==> config.mk <==
export PLATFORM = sky130hd
export DESIGN_NAME = load_store_unit_flat
export DESIGN_NICKNAME = d
export VERILOG_FILES = /design/src/rtl/load_store_unit_if.sv /design/src/rtl/load_store_unit.sv /design/src/flat_wrapper.sv
export SDC_FILE = /design/constraint.sdc
export NUM_CORES = 1
export LEC_CHECK = 0
export ABC_AREA = 1
export CAP_MARGIN = 20
export CORE_ASPECT_RATIO = 0.5
export CORE_MARGIN = 3
export CORE_UTILIZATION = 41
export CTS_BUF_LIST = sky130_fd_sc_hd__clkbuf_16
export CTS_CLUSTER_DIAMETER = 120
export DETAILED_ROUTE_END_ITERATION = 6
export GPL_TIMING_DRIVEN = 1
export PLACE_DENSITY = 0.83
export SLEW_MARGIN = 20
export SYNTH_ARGS = -nofsm -noshare
export SYNTH_HDL_FRONTEND = slang
export SYNTH_SLANG_ARGS = --single-unit
export TNS_END_PERCENT = 20
==> constraint.sdc <==
create_clock -name clk -period 3.92 [get_ports clk]
set_input_delay 1.176 -clock clk [delete_from_list [all_inputs] [get_ports clk]]
set_output_delay 1.176 -clock clk [all_outputs]
set_load 0.05 [all_outputs]
==> src/rtl/load_store_unit_if.sv <==
// Pipeline-side bundle of the load/store unit: MEM-stage instruction fields,
// data-memory request/response and the status pulses returned to the pipeline.
interface load_store_unit_if #(
  parameter int DataWidth = 32,
  parameter int AddrWidth = 32
);
  logic                     valid;
  logic                     load;
  logic                     store;
  logic [2:0]               fun3;
  logic [AddrWidth-1:0]     alu_out_address;
  logic [DataWidth-1:0]     operand_b;
  logic [DataWidth-1:0]     wrap_load_in;
  logic                     data_valid;
  logic                     request;
  logic                     we_re;
  logic [AddrWidth-1:0]     mem_addr;
  logic [DataWidth/8-1:0]   mask;
  logic [DataWidth-1:0]     store_data_out;
  logic [DataWidth-1:0]     load_data_out;
  logic                     load_done;
  logic                     stall;
  logic                     misaligned;
  logic                     bus_error;

  // The unit itself sits on the slave side.
  modport slave (
    input  valid, load, store, fun3, alu_out_address, operand_b,
           wrap_load_in, data_valid,
    output request, we_re, mem_addr, mask, store_data_out, load_data_out,
           load_done, stall, misaligned, bus_error
  );

  modport master (
    output valid, load, store, fun3, alu_out_address, operand_b,
           wrap_load_in, data_valid,
    input  request, we_re, mem_addr, mask, store_data_out, load_data_out,
           load_done, stall, misaligned, bus_error
  );
endinterface

==> src/rtl/load_store_unit.sv <==
// Sequential rv32i MEM-stage load/store unit: registered request/response toward
// data memory, lane masks, store replication, load extension, misalign and timeout.
module load_store_unit #(
  parameter int DataWidth     = 32,
  parameter int AddrWidth     = 32,
  parameter int TimeoutCycles = 15
) (
  input  logic              clk,
  input  logic              rst,
  load_store_unit_if.slave  bus
);

  localparam int NB = DataWidth / 8;
  localparam int OB = $clog2(NB);
  localparam int CW = $clog2(TimeoutCycles + 1);

  typedef enum logic [1:0] {ST_IDLE, ST_WAIT, ST_DONE} state_t;
  typedef enum logic [1:0] {SZ_B, SZ_H, SZ_W, SZ_D} size_t;

  state_t                 state_q, state_d;
  logic [CW-1:0]          cnt_q, cnt_d;
  logic                   request_q, request_d;
  logic                   we_re_q, we_re_d;
  logic [AddrWidth-1:0]   mem_addr_q, mem_addr_d;
  logic [NB-1:0]          mask_q, mask_d;
  logic [DataWidth-1:0]   store_data_q, store_data_d;
  logic [DataWidth-1:0]   load_data_q, load_data_d;
  logic                   load_done_q, load_done_d;
  logic                   misaligned_q, misaligned_d;
  logic                   bus_error_q, bus_error_d;
  size_t                  size_q, size_d;
  logic                   uns_q, uns_d;
  logic [OB-1:0]          off_q, off_d;

  size_t                  size;
  logic                   uns;
  logic [OB-1:0]          off;
  logic                   aligned;
  logic                   start;
  logic                   accept;
  logic [NB-1:0]          mask_new;
  logic [DataWidth-1:0]   store_rep;
  logic [DataWidth-1:0]   shifted;
  logic [DataWidth-1:0]   load_ext;

  assign off   = bus.alu_out_address[OB-1:0];
  assign start = bus.valid & (bus.load | bus.store);
  // The bus_error cycle still holds the stalled instruction; it must not be retried.
  assign accept = ~rst & ~bus_error_q & start & (state_q == ST_IDLE);

  always_comb begin
    size = SZ_W;
    uns  = 1'b0;
    case (bus.fun3)
      3'b000:  size = SZ_B;
      3'b100:  begin size = SZ_B; uns = 1'b1; end
      3'b001:  size = SZ_H;
      3'b101:  begin size = SZ_H; uns = 1'b1; end
      3'b011:  size = (DataWidth == 64) ? SZ_D : SZ_W;
      3'b110:  uns = 1'b1;
      default: ;
    endcase
  end

  always_comb begin
    aligned  = 1'b1;
    mask_new = '1;
    case (size)
      SZ_B: mask_new = NB'(1) << off;
      SZ_H: begin
        aligned  = ~off[0];
        mask_new = NB'(3) << off;
      end
      SZ_W: begin
        aligned  = (off[1:0] == 2'b00);
        mask_new = NB'(15) << off;
      end
      default: aligned = (off == '0);
    endcase
  end

  // Each lane picks the byte of operand_b that lands there when the access
  // size is replicated across the whole bus.
  genvar gi;
  generate
    for (gi = 0; gi < NB; gi++) begin : g_lane
      assign store_rep[gi*8 +: 8] =
          (size == SZ_B) ? bus.operand_b[7:0] :
          (size == SZ_H) ? bus.operand_b[(gi % 2)*8 +: 8] :
          (size == SZ_W) ? bus.operand_b[(gi % 4)*8 +: 8] :
                           bus.operand_b[gi*8 +: 8];
    end
  endgenerate

  assign shifted = bus.wrap_load_in >> {off_q, 3'b000};

  always_comb begin
    load_ext = shifted;
    case (size_q)
      SZ_B: load_ext = uns_q ? DataWidth'(shifted[7:0])
                             : DataWidth'($signed(shifted[7:0]));
      SZ_H: load_ext = uns_q ? DataWidth'(shifted[15:0])
                             : DataWidth'($signed(shifted[15:0]));
      SZ_W: load_ext = uns_q ? DataWidth'(shifted[31:0])
                             : DataWidth'($signed(shifted[31:0]));
      default: ;
    endcase
  end

  always_comb begin
    state_d      = state_q;
    cnt_d        = cnt_q;
    request_d    = request_q;
    we_re_d      = we_re_q;
    mem_addr_d   = mem_addr_q;
    mask_d       = mask_q;
    store_data_d = store_data_q;
    load_data_d  = load_data_q;
    size_d       = size_q;
    uns_d        = uns_q;
    off_d        = off_q;
    load_done_d  = 1'b0;
    misaligned_d = 1'b0;
    bus_error_d  = 1'b0;

    case (state_q)
      ST_IDLE: begin
        if (accept) begin
          if (aligned) begin
            state_d    = ST_WAIT;
            cnt_d      = '0;
            request_d  = 1'b1;
            we_re_d    = bus.store;
            mem_addr_d = {bus.alu_out_address[AddrWidth-1:OB], {OB{1'b0}}};
            mask_d     = mask_new;
            size_d     = size;
            uns_d      = uns;
            off_d      = off;
            if (bus.store) begin
              store_data_d = store_rep;
            end
          end else begin
            misaligned_d = 1'b1;
          end
        end
      end
      ST_WAIT: begin
        // A response on the expiry cycle still wins over the timeout.
        if (bus.data_valid) begin
          state_d   = ST_DONE;
          request_d = 1'b0;
          if (!we_re_q) begin
            load_data_d = load_ext;
            load_done_d = 1'b1;
          end
        end else if (cnt_q == CW'(TimeoutCycles - 1)) begin
          state_d     = ST_IDLE;
          request_d   = 1'b0;
          bus_error_d = 1'b1;
        end else begin
          cnt_d = cnt_q + CW'(1);
        end
      end
      ST_DONE: state_d = ST_IDLE;
      default: state_d = ST_IDLE;
    endcase
  end

  always_ff @(posedge clk or posedge rst) begin
    if (rst) begin
      state_q      <= ST_IDLE;
      cnt_q        <= '0;
      request_q    <= 1'b0;
      we_re_q      <= 1'b0;
      mem_addr_q   <= '0;
      mask_q       <= '0;
      store_data_q <= '0;
      load_data_q  <= '0;
      load_done_q  <= 1'b0;
      misaligned_q <= 1'b0;
      bus_error_q  <= 1'b0;
      size_q       <= SZ_B;
      uns_q        <= 1'b0;
      off_q        <= '0;
    end else begin
      state_q      <= state_d;
      cnt_q        <= cnt_d;
      request_q    <= request_d;
      we_re_q      <= we_re_d;
      mem_addr_q   <= mem_addr_d;
      mask_q       <= mask_d;
      store_data_q <= store_data_d;
      load_data_q  <= load_data_d;
      load_done_q  <= load_done_d;
      misaligned_q <= misaligned_d;
      bus_error_q  <= bus_error_d;
      size_q       <= size_d;
      uns_q        <= uns_d;
      off_q        <= off_d;
    end
  end

  assign bus.stall          = (accept & aligned) | (state_q == ST_WAIT);
  assign bus.request        = request_q;
  assign bus.we_re          = we_re_q;
  assign bus.mem_addr       = mem_addr_q;
  assign bus.mask           = mask_q;
  assign bus.store_data_out = store_data_q;
  assign bus.load_data_out  = load_data_q;
  assign bus.load_done      = load_done_q;
  assign bus.misaligned     = misaligned_q;
  assign bus.bus_error      = bus_error_q;

endmodule

==> src/flat_wrapper.sv <==
// flat-port wrapper written by rule: the top's interface ports become plain ports
module load_store_unit_flat 
#(
  parameter int DataWidth     = 32,
  parameter int AddrWidth     = 32,
  parameter int TimeoutCycles = 15
)
  (clk, rst, bus_valid, bus_load, bus_store, bus_fun3, bus_alu_out_address, bus_operand_b, bus_wrap_load_in, bus_data_valid, bus_request, bus_we_re, bus_mem_addr, bus_mask, bus_store_data_out, bus_load_data_out, bus_load_done, bus_stall, bus_misaligned, bus_bus_error);
  load_store_unit_if #(.DataWidth(DataWidth), .AddrWidth(AddrWidth)) bus_i ();
  input  logic clk;
  input  logic rst;
  input wire logic [$bits(bus_i.valid)-1:0] bus_valid;
  input wire logic [$bits(bus_i.load)-1:0] bus_load;
  input wire logic [$bits(bus_i.store)-1:0] bus_store;
  input wire logic [$bits(bus_i.fun3)-1:0] bus_fun3;
  input wire logic [$bits(bus_i.alu_out_address)-1:0] bus_alu_out_address;
  input wire logic [$bits(bus_i.operand_b)-1:0] bus_operand_b;
  input wire logic [$bits(bus_i.wrap_load_in)-1:0] bus_wrap_load_in;
  input wire logic [$bits(bus_i.data_valid)-1:0] bus_data_valid;
  output wire logic [$bits(bus_i.request)-1:0] bus_request;
  output wire logic [$bits(bus_i.we_re)-1:0] bus_we_re;
  output wire logic [$bits(bus_i.mem_addr)-1:0] bus_mem_addr;
  output wire logic [$bits(bus_i.mask)-1:0] bus_mask;
  output wire logic [$bits(bus_i.store_data_out)-1:0] bus_store_data_out;
  output wire logic [$bits(bus_i.load_data_out)-1:0] bus_load_data_out;
  output wire logic [$bits(bus_i.load_done)-1:0] bus_load_done;
  output wire logic [$bits(bus_i.stall)-1:0] bus_stall;
  output wire logic [$bits(bus_i.misaligned)-1:0] bus_misaligned;
  output wire logic [$bits(bus_i.bus_error)-1:0] bus_bus_error;
  assign bus_i.valid = bus_valid;
  assign bus_i.load = bus_load;
  assign bus_i.store = bus_store;
  assign bus_i.fun3 = bus_fun3;
  assign bus_i.alu_out_address = bus_alu_out_address;
  assign bus_i.operand_b = bus_operand_b;
  assign bus_i.wrap_load_in = bus_wrap_load_in;
  assign bus_i.data_valid = bus_data_valid;
  assign bus_request = bus_i.request;
  assign bus_we_re = bus_i.we_re;
  assign bus_mem_addr = bus_i.mem_addr;
  assign bus_mask = bus_i.mask;
  assign bus_store_data_out = bus_i.store_data_out;
  assign bus_load_data_out = bus_i.load_data_out;
  assign bus_load_done = bus_i.load_done;
  assign bus_stall = bus_i.stall;
  assign bus_misaligned = bus_i.misaligned;
  assign bus_bus_error = bus_i.bus_error;
  load_store_unit #(.DataWidth(DataWidth), .AddrWidth(AddrWidth), .TimeoutCycles(TimeoutCycles)) u_core (.clk(clk), .rst(rst), .bus(bus_i));
endmodule
==> results by group <==
Critical path
  – CP Buf/Inv Count: 3
  – Cell breakdown of the critical path: clkdlybuf4s50_1, inv_1, nand2_1, nand2_2, nand2_2, nand2_1, buf_12
  – Crit path largest cell delay: 0.56 ns
  – Worst path slowest cell: clkdlybuf4s50_1
  – Crit path DAT: 2.32 ns
  – Worst Path Required: 2.74 ns
  – Crit Path Class: input pin to output pin
  – CP top delay family: buffers and inverters
  – Worst-path fanout max: 2
  – Critical path capture point type: output pin
  – Startpoint Class: input pin

Clocking
  – Clk sinks: 114
  – Post-CTS Repair Setup Buffers: 0
  – Root buf cell: clkbuf_16
  – Clock-pin slew on the worst setup and hold paths: 0.05 ns
  – Clk Latency, worst-skew pair: 0.40 ns
  – CTS tree: yes
  – CTS Buffer Depth: 2
  – CTS Buf Count: 17
  – Post-CTS Resized: 0
  – CTS Hold Buffers Added: 0
  – H-tree Lvls: 4

Global route
  – Vias in the first global route: 5962
  – Initial antenna violation count: 0
  – Overflow after GRT: 0
  – First-pass GRT wire length: 30200 um
  – Total GRT Usage: 0.235
  – Largest net degree at the start of global routing: 115

Timing
  – Final period utilization: 0.891
  – Worst slew margin: 0.529
  – Final Hold Vio Count: 0
  – Setup TNS: 0 ns
  – Worst Tran Pin Value: 0.706 ns
  – PnR worst setup slack: 0.428 ns
  – Fmax: 0.286 GHz
  – Final setup fails: 0
  – RSZ-0062 raised after global routing: no
  – Hold_ws: 0.469 ns
  – Final min period: 3.49 ns
  – Final Slew Violations: 0
  – Final Skew: 0.00928 ns

Die
  – Width of the chip: 175 um
  – Initial core utilization: 0.426
  – Die ar.: 0.0159 mm^2
  – Core region area: 0.0138 mm^2
  – FP Rows: 30
  – Die height: 90.6 um
  – Ports: 211

Yosys
  – Compound-gate portion of the synthesized area: 0.0350
  – Syn Inst Count: 775
  – Post-synthesis adder-cell area fraction: 0.00426
  – Simple-Gate Fraction of Synth Area: 0.388
  – Ys Warns: 0
  – Avg Inst Size Synth: 7.57 um^2
  – Yosys reg bits: 114
  – Mapped Area: 0.00587 mm^2
  – Area contributors post-synth: dfrtp_1, nand2_1, nand3_1
  – Distinct cells, synth: 27
  – Register area share after synthesis: 0.486
  – Top-count cell post-synth: nand2_1
  – Synth top cells by count: nand2_1, dfrtp_1, nand3_1, inv_1, nand4_1
  – Top FF cell, synth: dfrtp_1
  – Post-synth top area cell: dfrtp_1
  – Post-synth EDFFs: 0
  – Yosys top cell area share: 0.486
  – Mux contribution to synthesized area: 0
  – XOR/XNOR Fraction of Synth Area: 0.00149
  – Main combinational cell family by area after synthesis: simple AND/OR/NAND/NOR gates
  – Async SR Flop Fraction: 1.00

Power and ir drop
  – Clock power frac: 0.174
  – Seq pwr share: 0.261
  – Switching power: 3930 uW
  – VDD IR-drop max: 0.357 mV
  – Proportion of power drawn by combinational gates: 0.565
  – LEAKAGE: 0.00421 uW
  – Sw Ratio: 0.496
  – Pint: 4000 uW
  – Cell Pwr Density: 932 mW/mm^2

Detailed routing
  – Antenna viol nets, final: 0
  – Top sig layer: met4
  – DRC Markers: 0
  – Met3 Wirelength: 1330 um
  – Detailed Routing Iterations Pass 1: 6
  – Routed wire length: 18400 um
  – Drt via density: 5.08
  – Met1 Wirelength: 7750 um
  – DR vias: 5929
  – First DRT Iteration DRCs: 493
  – Metal2 WL: 8990 um
  – Drt wl/cell: 15.8 um

Run
  – Max-Cap Viols: 0

Outcome
  – Status: finished, final reports clean

Cells and area
  – Nets: 1069
  – Cell area after layout: 0.00850 mm^2
  – Fill cell count: 1221
  – Area growth syn-to-layout: 44.8%
  – Share of layout cells above drive strength 1: 0.0729
  – Utilization after layout: 0.617
  – # diodes: 0

Place
  – Area after DPL: 0.00798 mm^2
  – Gpl congestion: 0.941
  – Port Buf Inserts: 208
  – Post-placement setup slack: 0.418 ns
  – Post-detail-place hpwl: 12900 um

Worst hold path
  – Hold crit path type: flip-flop to flip-flop
through the flow:
stage          cells  total power [uW]
2_1_floorplan    776              5040
3_3_place_gp    1135              6470
3_5_place_dp    1135              6550
4_1_cts         1166              7970
5_1_grt         1166              8360
6_report        1166              7930
tightest hold or removal path, delay by kind of cell, from the launching register on:
kind             cells  cell delay, ns
AND/OR/NAND/NOR      2            0.10
flip-flops           1            0.34
final timing paths:
path / from / end / slack (ns) / cells past startpoint
setup / recovery: bus_fun3[1] / bus_stall / 0.43 / 7
hold / removal: u_core.bus.mem_addr[14] / u_core.bus.mem_addr[14] / 0.47 / 2
setup reg to reg: u_core.state_q[1] / u_core.bus.store_data_out[2] / 1.66 / 8
hold reg to reg: u_core.bus.mem_addr[14] / u_core.bus.mem_addr[14] / 0.47 / 2
max in group asynchronous: rst / u_core.bus.mem_addr[14] / 2.11 / 3
min in group asynchronous: rst / u_core.bus.request / 1.35 / 3
area by class of cell:
type                    count  area (um^2)  area share
clock buffers              17          425      0.0500
clock inverters            14          100      0.0118
inverters                  46          176      0.0208
multi-input cells         565         2530       0.297
flip-flops and latches    114         2850       0.336
well taps                 192          240      0.0283
repair buffers            218         2180       0.256
placed cells by master (no fill, tap or decap):
| master | synthesis | routed |
|---|---|---|
| nand2_1 | 328 | 328 |
| or2_2 | 15 | 15 |
| nand3_1 | 94 | 94 |
| clkbuf_16 | 0 | 17 |
| nor2_2 | 4 | 4 |
| ha_1 | 2 | 2 |
| conb_1 | 1 | 2 |
| nand2_2 | 4 | 4 |
| a21oi_1 | 9 | 9 |
| inv_2 | 3 | 3 |
| clkinvlp_4 | 0 | 4 |
| inv_1 | 43 | 43 |
| nor2_1 | 29 | 29 |
| nor3_1 | 3 | 3 |
| buf_12 | 0 | 2 |
| xnor2_1 | 1 | 1 |
| clkinv_1 | 0 | 1 |
| bufinv_16 | 0 | 1 |
| a21boi_0 | 1 | 1 |
| clkdlybuf4s50_1 | 0 | 207 |
| nand3_2 | 3 | 3 |
| or2_1 | 8 | 8 |
| buf_4 | 9 | 9 |
| o21ai_0 | 17 | 17 |
| a22oi_1 | 1 | 1 |
| nand4_1 | 35 | 35 |
| dfrtp_1 | 114 | 114 |
| o21bai_1 | 1 | 1 |
| o211ai_1 | 7 | 7 |
| clkinv_2 | 0 | 8 |
| nor2_4 | 1 | 1 |
power by group through the flow:
| stage | clock (uW) | combinational [uW] | sequential (uW) |
|---|---|---|---|
| floorplan | 0 | 1250 | 3790 |
| global placement | 0 | 4400 | 2070 |
| detailed placement | 0 | 4480 | 2070 |
| CTS | 1410 | 4490 | 2070 |
| global route | 1460 | 4760 | 2140 |
| finish | 1380 | 4470 | 2070 |
logic make-up (layout without fill, tap and decap cells):
family                   count (synthesis)  after routing
AO/OA/AOI/OAI                           36             36
XOR/XNOR                                 1              1
adder cells (fa/ha/maj)                  2              2
buffers and inverters                   97            295
flip-flops                             114            114
other                                    1              2
AND/OR/NAND/NOR                        524            524
sequential cells by signal, indices dropped and copies added (netlist names):
signal and cells:
u_core.bus.mask 4, u_core.cnt_q 4, u_core.bus.load_done 1, u_core.bus.we_re 1
u_core.bus.mem_addr 30, u_core.bus.bus_error 1, u_core.uns_q 1, u_core.bus.request 1
u_core.size_q 2, u_core.bus.store_data_out 32, u_core.off_q 2, u_core.bus.load_data_out 32
u_core.bus.misaligned 1, u_core.state_q 2
routing by layer:
layer / vias up / global-route usage
met5: - / 0
li1: 2844 / -
met4: 0 / 0.0889
met3: 28 / 0.0500
met2: 253 / 0.393
met1: 2804 / 0.300
Power figures use the tool's default switching activity.
